==> src/rtl/bcd_serial_add_ctrl.sv <==
// Digit-serial packed-BCD adder controller: time-shares one external BCD_adder
// slice, feeding one digit pair per cycle LSD first and assembling the sum.
module bcd_serial_add_ctrl #(
  parameter int unsigned DIGITS = 4
) (
  input  logic                  clk,
  input  logic                  rst_n,
  input  logic                  start,
  input  logic [4*DIGITS-1:0]   a_bcd,
  input  logic [4*DIGITS-1:0]   b_bcd,
  input  logic                  cin,
  output logic [3:0]            add_a,
  output logic [3:0]            add_b,
  output logic                  add_cin,
  input  logic [3:0]            add_s0,
  input  logic                  add_cout,
  input  logic                  add_error,
  output logic                  busy,
  output logic                  done,
  output logic [4*DIGITS-1:0]   sum_bcd,
  output logic                  cout,
  output logic                  error
);

  localparam int unsigned CW = (DIGITS > 1) ? $clog2(DIGITS) : 1;

  typedef enum logic [1:0] {S_IDLE, S_ADD, S_DONE} state_t;

  state_t                r_state;
  state_t                w_next;
  logic [4*DIGITS-1:0]   r_a_sh;
  logic [4*DIGITS-1:0]   r_b_sh;
  logic [3:0]            r_add_a;
  logic [3:0]            r_add_b;
  logic                  r_add_cin;
  logic [4*DIGITS-1:0]   r_sum;
  logic                  r_cout;
  logic                  r_err;
  logic [CW-1:0]         r_cnt;
  logic                  w_last;
  logic [4*DIGITS+3:0]   w_sum_cat;

  assign w_last    = (r_cnt == CW'(DIGITS - 1));
  // New digit enters at the top; after DIGITS shifts digit 0 sits in [3:0].
  assign w_sum_cat = {add_s0, r_sum};

  always_ff @(posedge clk or negedge rst_n) begin
    if (!rst_n) r_state <= S_IDLE;
    else        r_state <= w_next;
  end

  always_comb begin
    w_next = r_state;
    case (r_state)
      S_IDLE:  if (start) w_next = S_ADD;
      S_ADD:   if (w_last) w_next = S_DONE;
      S_DONE:  w_next = S_IDLE;
      default: w_next = S_IDLE;
    endcase
  end

  // The shift registers hold the digits still to be issued; the add_* registers
  // carry the digit in flight and keep their last values once ADD finishes.
  always_ff @(posedge clk or negedge rst_n) begin
    if (!rst_n) begin
      r_a_sh    <= '0;
      r_b_sh    <= '0;
      r_add_a   <= '0;
      r_add_b   <= '0;
      r_add_cin <= 1'b0;
      r_sum     <= '0;
      r_cout    <= 1'b0;
      r_err     <= 1'b0;
      r_cnt     <= '0;
    end else begin
      case (r_state)
        S_IDLE: begin
          if (start) begin
            r_a_sh    <= a_bcd >> 4;
            r_b_sh    <= b_bcd >> 4;
            r_add_a   <= a_bcd[3:0];
            r_add_b   <= b_bcd[3:0];
            r_add_cin <= cin;
            r_sum     <= '0;
            r_cout    <= 1'b0;
            r_err     <= 1'b0;
            r_cnt     <= '0;
          end
        end
        S_ADD: begin
          r_sum  <= w_sum_cat[4*DIGITS+3:4];
          r_err  <= r_err | add_error;
          r_a_sh <= r_a_sh >> 4;
          r_b_sh <= r_b_sh >> 4;
          r_cnt  <= r_cnt + CW'(1);
          if (w_last) begin
            r_cout <= add_cout;
          end else begin
            r_add_a   <= r_a_sh[3:0];
            r_add_b   <= r_b_sh[3:0];
            r_add_cin <= add_cout;
          end
        end
        default: ;
      endcase
    end
  end

  assign add_a   = r_add_a;
  assign add_b   = r_add_b;
  assign add_cin = r_add_cin;
  assign busy    = (r_state == S_ADD);
  assign done    = (r_state == S_DONE);
  assign sum_bcd = r_sum;
  assign cout    = r_cout;
  assign error   = r_err;

endmodule

==> config.mk <==
export PLATFORM = sky130hd
export DESIGN_NAME = bcd_serial_add_ctrl
export DESIGN_NICKNAME = d
export VERILOG_FILES = /design/src/rtl/bcd_serial_add_ctrl.sv
export SDC_FILE = /design/constraint.sdc
export NUM_CORES = 1
export LEC_CHECK = 0
export ABC_CLOCK_PERIOD_IN_PS = 1450
export BUFFER_PORTS_ARGS = -buffer_cell sky130_fd_sc_hd__clkbuf_2
export CAP_MARGIN = 20
export CORE_AREA = 3 3 77 79
export DETAILED_ROUTE_END_ITERATION = 6
export DIE_AREA = 0 0 80 82
export GPL_TIMING_DRIVEN = 1
export HOLD_SLACK_MARGIN = 0.08
export MAX_ROUTING_LAYER = met4
export PLACE_DENSITY = 0.75
export SYNTH_ARGS = -nofsm -noshare
export SYNTH_HDL_FRONTEND = slang
export SYNTH_SLANG_ARGS = --single-unit
==> constraint.sdc <==
create_clock -name clk -period 1.45 [get_ports clk]
set_input_delay 0.0725 -clock clk [delete_from_list [all_inputs] [get_ports clk]]
set_output_delay 0.0725 -clock clk [all_outputs]
set_load 0.02 [all_outputs]
==> key figures, run 1 <==
Logic synthesis
  – Yosys top cell by area: dfrtp_1
  – Register area share after synthesis: 56.9%
  – Ys flop type: dfrtp_1
  – Post-synth EDFFs: 0
  – Synthesized flop and latch total: 55
  – YS warnings: 0
  – Post-Syn Instances: 203
  – Asr flop ratio synth: 100%
  – Count leader, synth: dfrtp_1
  – Syn Area/Cell: 11.9 sq um
  – Top post-synthesis cells by area: dfrtp_1 (57%), mux2_2 (7.9%), mux2i_1 (6.6%)
  – Synthesized Nets: 247
  – Netlist cell types: 20
  – Top post-synthesis cells by count: dfrtp_1 (55), o21ai_0 (26), nand2_1 (25)
  – Cell Area, Synth: 2420 sq um
  – Top-area cell type share of the netlist area: 56.9%

Layout
  – Final net count: 354
  – Layout cells sized above 1: 38.4%
  – Antenna cells: 0
  – Area Overhead vs Synth: 41.2%
  – Design area: 3410 sq um

Clock tree
  – Root buffer selected by CTS: clkbuf_8
  – Worst skew pair latency: 300 ps
  – H-tree depth: 2
  – CTS tree: built
  – CTS clk-pin slew, worst paths: 90 ps
  – TritonCTS buffer count: 5
  – Clock Tree Buf Depth: 2
  – Clock Sinks: 55

Min path
  – Worst min path class: input port to flop

Floorplan
  – DIE HEIGHT: 82 um
  – I/O Pins: 71
  – Die area: 6560 sq um
  – # rows: 27
  – Die W: 80 um
  – Starting Density: 44.7%
  – Total core area: 5410 sq um

Drt
  – Starting DRC count in detailed routing: 125
  – Routed wire length: 5550 um
  – Drt wl/cell: 14.5 um
  – DR vias: 1914
  – First-pass detailed-route iteration total: 4
  – Routed Antenna Nets: 0
  – DR DRC count: 0
  – Avg Vias per Cell: 5.01

Setup path
  – Worst Setup End Kind: flop
  – WS Path Type: flop to flop
  – CP max FO: 5
  – CP Launch Type: flop
  – CP Data Arrival Time: 1650 ps
  – CP Data Required Time: 1650 ps

Job
  – Max-Cap Viols: 0

Outcome
  – Run status: finished with violations
  – Failing checks: setup timing

STA
  – # setup viols final: 5
  – Final worst slack: -7.26 ps
  – Max-slew violation count: 0
  – Fmax: 0.686 GHz
  – Worst clock skew: 2.89 ps
  – Slew headroom: 80.8%
  – Final period util: 101%
  – Worst slew pin tran: 287 ps
  – RSZ-0062 raised after global routing: true
  – Final hold vios: 0
  – Crit path time final: 1460 ps

GRT
  – Initial antenna violation count: 0
  – Total Routing Usage GR: 17.7%
  – First-pass GRT wire length: 8800 um
  – Largest net degree at the start of global routing: 56
  – Total gr overflow: 0
  – Vias in the first global route: 1849

Placed design
  – DP HPWL: 3510 um
  – Final estimated routing congestion in global placement: 0.734
  – Pre-CTS WS: -54.7 ps
  – DP Area: 2970 sq um
  – PortBufs: 70

Power and ir drop
  – Power density over the cells: 2210 nW/um^2
  – VDD IR max: 0.000791 V
  – P_leak: 0.00171 uW
## placed cells by master (no fill, tap or decap), types with 9 or more instances in the layout
master,count
clkbuf_2,69
dfrtp_1,55
o21ai_0,26
nand2_1,25
dlygate4sd3_1,25
a22o_1,18
mux2i_1,16
buf_4,12
mux2_4,10
mux2_2,9
## routing by layer
| metal | up-vias | GRT usage, % | part of all wire, % |
|---|---|---|---|
| li1 | 925 | - | - |
| met1 | 939 | 23.1 | 44 |
| met2 | 43 | 27.9 | 50 |
| met3 | 7 | 3.62 | 3.9 |
| met4 | 0 | 5.91 | 1.4 |
| met5 | - | - | 0 |
## path summary, 6_finish.rpt
| check | cells past startpoint | slack (ps) | end | startpoint |
|---|---|---|---|---|
| min in group asynchronous | 3 | 300 | sum_bcd[0] | rst_n |
| hold reg to reg | 2 | 490 | r_b_sh[0] | r_b_sh[0] |
| setup reg to reg | 5 | -7 | add_b[0] | r_cnt[1] |
| hold / removal | 3 | 80 | r_b_sh[5] | b_bcd[9] |
| setup / recovery | 5 | -7 | add_b[0] | r_cnt[1] |
| max in group asynchronous | 3 | 910 | sum_bcd[3] | rst_n |
## worst max-delay path, cell delays in order, from the launching register on
cell	delay (ps)
dfrtp_1	390
ha_2	180
nand2b_4	140
a21oi_4	170
buf_6	160
mux2_4	300
## layout make-up
cell class                      count  area [sq um]
Fill cell                         442          1990
Sequential cell                    55          1380
Multi-Input combinational cell    132          1010
Timing Repair Buffer              114           823
Tap cell                           72          90.1
Clock buffer                        6          72.6
Clock inverter                      1          30.0
Inverter                            2          7.51
## report_power, final
group	internal, uW	switching [uW]	leakage [uW]	total, uW
Combinational	2020	1890	0.000957	3910
Sequential	2230	438	0.000700	2670
Clock	507	476	0.0000513	983
Total	4750	2810	0.00171	7560
## state kept, by name (all words and copies together) (netlist names)
| signal | flops |
|---|---|
| sum_bcd | 16 |
| r_a_sh | 12 |
| r_b_sh | 12 |
| add_a | 4 |
| add_b | 4 |
| r_cnt | 2 |
| r_state | 2 |
| add_cin | 1 |
| cout | 1 |
| error | 1 |
## kinds of logic after synthesis
group	after synthesis	synth area share (%)
simple gates	40	7.92
fa+ha+maj	2	1.03
buf+inv	16	3.57
compound gates	55	14.8
flops	55	56.9
mux	35	15.8
## stage by stage
| step | setup TNS (ps) | hold slack [ps] | util, % | cells | total power (uW) |
|---|---|---|---|---|---|
| 3_3_place_gp | -121 | 93.2 | 55.0 | 345 | 6070 |
| 6_report | -22.1 | 83.3 | 63.2 | 382 | 7560 |
| 2_1_floorplan | -442 | -223 | - | 203 | 5000 |
| 5_1_grt | -346 | 106 | 63.2 | 382 | 8030 |
| 4_1_cts | -374 | 82.8 | 63.3 | 382 | 7640 |
| 3_5_place_dp | -359 | 102 | 55.0 | 345 | 6190 |
## what timing repair did
item | CTS | global route
gates cloned | 1 | 0
endpoints found under the hold margin | 79 | 0
resized for setup | 11 | 7
pin swaps | 0 | 2
hold buffers | 25 | 0
setup endpoints to repair | 10 | 10
setup buffers | 4 | 2
Note: power is estimated with default switching activity, not from simulation.
==> run 2, diff against run 1 <==
Settings changed: CORE_AREA 3 3 77 79 to 2 2 76 78, DIE_AREA 0 0 80 82 to 0 0 78 80.
==> key figures, run 2 (synthesized netlist as in run 1, its figures left out) <==
Setup path
  – Critical path cell sequence: ha_2 -> nand2b_4 -> a21oi_4 -> buf_12 -> mux2_2 (was ha_2 -> nand2b_4 -> a21oi_4 -> buf_6 -> mux2_4)
  – WP buf/inv: 1 (unchanged)
  – FF-to-FF Start: r_cnt[0] (was r_cnt[1])
  – CP Launch Type: flop (unchanged)
  – CP Data Arrival Time: 1670 ps (was 1650 ps)
  – CP Data Required Time: 1650 ps (about the same)
  – Reg2Reg Setup Slack: -20 ps (was -7 ps)
  – Critical Path Max Stage Delay: 400 ps (was 390 ps)
  – CP max FO: 9 (was 5)
  – Worst Setup End Kind: flop (unchanged)
  – Reg-to-Reg End: add_cin (was add_b[0])
  – Slowest cell on crit path: dfrtp_1 (unchanged)
  – Reg2reg path depth: 5 (unchanged)
  – WS Path Type: flop to flop (unchanged)
  – Top Family by Delay on Critical Path: flip-flops (unchanged)

Drt
  – Avg Vias per Cell: 5.10 (was 5.01)
  – Routed Antenna Nets: 0 (unchanged)
  – DR DRC count: 0 (unchanged)
  – Starting DRC count in detailed routing: 85 (was 125)
  – Routed wire length: 5780 um (was 5550 um)
  – First-pass detailed-route iteration total: 5 (was 4)
  – Drt wl/cell: 15.0 um (was 14.5 um)
  – DR vias: 1965 (was 1914)

Power and ir drop
  – P_leak: 0.00171 uW (about the same)
  – Power density over the cells: 2190 nW/um^2 (was 2210 nW/um^2)
  – P_int: 4690 uW (was 4750 uW)
  – Combinational Power Share: 53.7% (was 51.7%)
  – P_sw: 2860 uW (was 2810 uW)
  – Switching Share: 37.9% (was 37.2%)
  – Clock Power Share: 10.8% (was 13.0%)
  – Register share of total power: 35.5% (was 35.3%)
  – VDD IR max: 0.000920 V (was 0.000791 V)

STA
  – # setup viols final: 7 (was 5)
  – Worst slew pin tran: 286 ps (was 287 ps)
  – RSZ-0062 raised after global routing: true (unchanged)
  – Max-slew violation count: 0 (unchanged)
  – Final period util: 101% (about the same)
  – Final worst slack: -18.2 ps (was -7.26 ps)
  – Final hold vios: 0 (unchanged)
  – Fmax: 0.681 GHz (was 0.686 GHz)
  – Worst clock skew: 10.1 ps (was 2.89 ps)
  – Slew headroom: 81.0% (was 80.8%)
  – Crit path time final: 1470 ps (was 1460 ps)

Floorplan
  – Die W: 78 um (was 80 um)
  – DIE HEIGHT: 80 um (was 82 um)
  – Starting Density: 44.7% (unchanged)
  – # rows: 27 (unchanged)
  – I/O Pins: 71 (unchanged)
  – Die area: 6240 sq um (was 6560 sq um)
  – Total core area: 5410 sq um (unchanged)

Placed design
  – Final estimated routing congestion in global placement: 0.770 (was 0.734)
  – DP Area: 2970 sq um (about the same)
  – PortBufs: 70 (unchanged)
  – DP HPWL: 3560 um (was 3510 um)
  – Pre-CTS WS: -69.8 ps (was -54.7 ps)
  – # placed instances: 346 (was 345)

GRT
  – Total gr overflow: 0 (unchanged)
  – Largest net degree at the start of global routing: 56 (unchanged)
  – Vias in the first global route: 1993 (was 1849)
  – Total Routing Usage GR: 19.2% (was 17.7%)
  – Initial antenna violation count: 0 (unchanged)
  – First-pass GRT wire length: 9160 um (was 8800 um)

Layout
  – Final net count: 356 (was 354)
  – Design area: 3440 sq um (was 3410 sq um)
  – Commonest cells after routing, fill and taps aside: clkbuf_2 (68), dfrtp_1 (55), o21ai_0 (26), nand2_1 (25), dlygate4sd3_1 (23) (was clkbuf_2 (69), dfrtp_1 (55), o21ai_0 (26), nand2_1 (25), dlygate4sd3_1 (25))
  – Multi-input gate area: 1010 sq um (about the same)
  – Leading cell type in the layout, fill and taps excluded: clkbuf_2 (unchanged)
  – Layout cells sized above 1: 40.3% (was 38.4%)
  – Fillers: 425 (was 442)
  – Final cell count without fillers: 385 (was 382)
  – Area Overhead vs Synth: 42.4% (was 41.2%)
  – Register area: 1380 sq um (unchanged)
  – Largest register FFs: 16 (unchanged)
  – Antenna cells: 0 (unchanged)

Clock tree
  – Root buffer selected by CTS: clkbuf_8 (unchanged)
  – CTS clk-pin slew, worst paths: 90 ps (about the same)
  – H-tree depth: 2 (unchanged)
  – Clock Sinks: 55 (unchanged)
  – Worst skew pair latency: 310 ps (was 300 ps)
  – TritonCTS buffer count: 5 (unchanged)
  – CTS tree: built (unchanged)
  – Clock Tree Buf Depth: 2 (unchanged)

Min path
  – Hold Path End: r_b_sh[9] (was r_b_sh[5])
  – Min-Delay Path Depth: 3 (unchanged)
  – Hold Startpoint: b_bcd[13] (was b_bcd[9])
  – Worst min path class: input port to flop (unchanged)

Outcome
  – Failing checks: setup timing (unchanged)
  – Run status: finished with violations (unchanged)

Job
  – Max-Cap Viols: 0 (unchanged)
==> run 2: cell types whose count changed in the layout (fill, tap and decap cells not counted), sizes merged <==
cell and delta:
buf +3, clkbuf +2, dlygate4sd3 -2, bufinv -1, clkinv +1
==> run 2: layout make-up <==
| class | count | share of cell area (%) |
|---|---|---|
| repair buffers | 116 | 25.6 |
| flip-flops and latches | 55 | 40.0 |
| inverters | 2 | 0.218 |
| well taps | 72 | 2.62 |
| clock buffers | 7 | 2.22 |
| clock inverters | 1 | 0.145 |
| multi-input cells | 132 | 29.2 |
==> run 2: worst max-delay path by stage <==
stage                           from       end  slack (ps)  cells after the start
after floorplan           r_state[1]  add_a[3]         -60                      5
after global placement      r_cnt[0]  add_b[0]         -40                      5
after detailed placement    r_cnt[0]  add_a[0]         -70                      5
after CTS                   r_cnt[0]  add_a[0]         -20                      5
after global routing        r_cnt[0]  add_b[0]         -70                      5
final                       r_cnt[0]   add_cin         -20                      5
==> run 2: per-stage QoR <==
stage	setup TNS (ps)	hold WS, ps	util, %	power (uW)
detailed placement	-521	98.8	54.9	6180
floorplan	-442	-223	-	5000
global placement	-244	96.4	54.9	6080
global route	-567	83.6	63.7	8030
finish	-91.0	74.8	63.7	7550
CTS	-85.9	80.5	61.4	7180
==> run 2: metal layers <==
| layer | global-route usage [%] | wire (um) | vias to the layer above |
|---|---|---|---|
| met2 | 30.4 | 2860 | 47 |
| met4 | 9.82 | 191 | 0 |
| met3 | 4.19 | 239 | 18 |
| met5 | - | 0 | - |
| met1 | 23.4 | 2490 | 971 |
| li1 | - | - | 929 |
==> run 2: power by group through the flow <==
stage	logic (uW)	clock network (uW)	registers, uW
floorplan	1940	0	3060
global placement	3410	0	2660
detailed placement	3490	0	2700
CTS	3680	838	2660
global route	4370	898	2760
finish	4050	815	2680
==> run 2: tightest hold or removal path, stage by stage <==
cell and delay (ps):
clkbuf_2 80, a21oi_1 50, o21ai_0 140
==> run 2: timing repair <==
action	in CTS	in global routing
gates resized for setup	7	15
setup buffers	1	4
endpoints found under the setup margin	10	26
hold buffers	23	0
pin swaps	0	0
hold endpoints to repair	77	0
gates cloned	0	3
==> run 3, diff against run 2 <==
Settings changed: SETUP_SLACK_MARGIN set to 0.3.
==> key figures, run 3 (synthesized netlist as in run 1, its figures left out) <==
STA
  – Final worst slack: -173 ps (was -18.2 ps)
  – Worst slew pin tran: 301 ps (was 286 ps)
  – Final period util: 112% (was 101%)
  – Fmax: 0.616 GHz (was 0.681 GHz)
  – Worst clock skew: 10.8 ps (was 10.1 ps)
  – Max-slew violation count: 0 (unchanged)
  – Final hold slack: 94.3 ps (was 74.8 ps)
  – Total negative slack: -4820 ps (was -91.0 ps)
  – Crit path time final: 1620 ps (was 1470 ps)
  – Final hold vios: 0 (unchanged)
  – RSZ-0062 raised after global routing: true (unchanged)
  – Slew headroom: 79.9% (was 81.0%)
  – # setup viols final: 45 (was 7)

GRT
  – Vias in the first global route: 2311 (was 1993)
  – Total gr overflow: 0 (unchanged)
  – Initial antenna violation count: 0 (unchanged)
  – Largest net degree at the start of global routing: 56 (unchanged)
  – First-pass GRT wire length: 12400 um (was 9160 um)
  – Total Routing Usage GR: 27.1% (was 19.2%)

Clock tree
  – Root buffer selected by CTS: clkbuf_8 (unchanged)
  – CTS tree: built (unchanged)
  – TritonCTS buffer count: 5 (unchanged)
  – CTS clk-pin slew, worst paths: 100 ps (was 90 ps)
  – Worst skew pair latency: 310 ps (about the same)
  – Clock Sinks: 55 (unchanged)
  – Clock Tree Buf Depth: 2 (unchanged)
  – H-tree depth: 2 (unchanged)

Setup path
  – Worst Setup End Kind: flop (unchanged)
  – WS Path Type: flop to flop (unchanged)
  – CP Launch Type: flop (unchanged)
  – CP dominant cell by count: buf_12
  – WP buf/inv: 5 (was 1)
  – Critical Path Max Stage Delay: 450 ps (was 400 ps)
  – CP Data Required Time: 1650 ps (about the same)
  – Critical path cell sequence: buf_6 -> o21bai_4 -> buf_12 -> buf_12 -> buf_12 -> buf_16 -> a22o_1 (was ha_2 -> nand2b_4 -> a21oi_4 -> buf_12 -> mux2_2)
  – CP max FO: 5 (was 9)
  – Slowest cell on crit path: dfrtp_1 (unchanged)
  – Top Family by Delay on Critical Path: buffers and inverters (was flip-flops)
  – CP Data Arrival Time: 1820 ps (was 1670 ps)

Power and ir drop
  – P_leak: 0.00220 uW (was 0.00171 uW)
  – Total Power: 11000 uW (was 7550 uW)
  – Power density over the cells: 2480 nW/um^2 (was 2190 nW/um^2)
  – VDD IR max: 0.00121 V (was 0.000920 V)

Floorplan
  – Die W: 78 um (unchanged)
  – DIE HEIGHT: 80 um (unchanged)
  – Die area: 6240 sq um (unchanged)
  – Starting Density: 44.7% (unchanged)
  – Total core area: 5410 sq um (unchanged)
  – # rows: 27 (unchanged)
  – I/O Pins: 71 (unchanged)

Drt
  – DR vias: 2349 (was 1965)
  – Starting DRC count in detailed routing: 143 (was 85)
  – DR DRC count: 0 (unchanged)
  – Routed Antenna Nets: 0 (unchanged)
  – Routed wire length: 9380 um (was 5780 um)
  – First-pass detailed-route iteration total: 5 (unchanged)
  – Avg Vias per Cell: 5.50 (was 5.10)
  – Drt wl/cell: 22.0 um (was 15.0 um)

Layout
  – Layout cells sized above 1: 60.0% (was 40.3%)
  – Largest register FFs: 16 (unchanged)
  – Design area: 4420 sq um (was 3440 sq um)
  – Area Overhead vs Synth: 82.7% (was 42.4%)
  – Final net count: 399 (was 356)
  – Antenna cells: 0 (unchanged)
  – Leading cell type in the layout, fill and taps excluded: clkbuf_2 (unchanged)
  – Commonest cells after routing, fill and taps aside: clkbuf_2 (68), dfrtp_1 (55), dlygate4sd3_1 (28), buf_4 (20), a22o_1 (18) (was clkbuf_2 (68), dfrtp_1 (55), o21ai_0 (26), nand2_1 (25), dlygate4sd3_1 (23))
  – Fillers: 275 (was 425)

Placed design
  – DP HPWL: 3710 um (was 3560 um)
  – DP Area: 2990 sq um (was 2970 sq um)
  – PortBufs: 70 (unchanged)
  – Final estimated routing congestion in global placement: 0.796 (was 0.770)

Outcome
  – Failing checks: setup timing (unchanged)
  – Run status: finished with violations (unchanged)

Job
  – Max-Cap Viols: 0 (unchanged)

Min path
  – Worst min path class: input port to flop (unchanged)
## run 3: cell count changes in the layout (fill, tap and decap cells not counted), moves of 12 or more
cell,delta
o21ai_0,-26
nand2_1,-15
o21ai_2,+13
buf_4,+12
nand2_4,+13
o21ai_1,+12
## run 3: worst paths after layout
kind,start,depth (start not counted),endpoint,slack [ps]
max,r_state[1],7,sum_bcd[1],-170
min,add_error,4,error,90
max reg2reg,r_state[1],7,sum_bcd[1],-170
min reg2reg,sum_bcd[2],1,sum_bcd[2],520
max in group asynchronous,rst_n,3,r_b_sh[1],920
min in group asynchronous,rst_n,3,sum_bcd[2],270
## run 3: repair_timing
action                     4_1_cts  5_1_grt
hold endpoints to repair        82        0
setup endpoints to repair       56       57
gates cloned                     7        3
gates resized for setup         75       74
buffers inserted                23       12
pin swaps                       23       19
hold buffers                    28        0
## run 3: area by class of cell
type                            count  area, sq um  area share (%)
Inverter                            2         7.51           0.170
Tap cell                           72         90.1            2.04
Clock buffer                        6         82.6            1.87
Sequential cell                    55         1380            31.1
Multi-Input combinational cell    132         1330            30.2
Timing Repair Buffer              159         1530            34.5
Clock inverter                      1         5.00           0.113
## run 3: power breakdown
part | total, uW | switching (uW) | internal [uW] | leakage, uW
combinational | 7160 | 3070 | 4100 | 0.00145
sequential | 2910 | 686 | 2230 | 0.000700
clock | 892 | 515 | 377 | 0.0000470
total | 11000 | 4270 | 6700 | 0.00220
## run 3: tightest hold or removal path, delay by kind of cell
kind	cells	cell delay, ps
buffers and inverters	1	70
AOI/OAI and AO/OA	2	120
and+or+nand+nor	1	110
## run 3: stage by stage
| step | setup slack [ps] | cells | utilization (%) |
|---|---|---|---|
| floorplan | -52.6 | 203 | - |
| global placement | -36.7 | 347 | 55.2 |
| detailed placement | -85.4 | 347 | 55.2 |
| CTS | -97.3 | 412 | 73.2 |
| global route | -198 | 427 | 81.8 |
| finish | -173 | 427 | 81.8 |
## run 3: layer usage
metal	part of all wire (%)	GRT usage [%]	up-vias
li1	-	-	1024
met1	39	33.0	1182
met2	51	45.0	114
met3	6.3	3.85	29
met4	3.9	12.8	0
met5	0	-	-
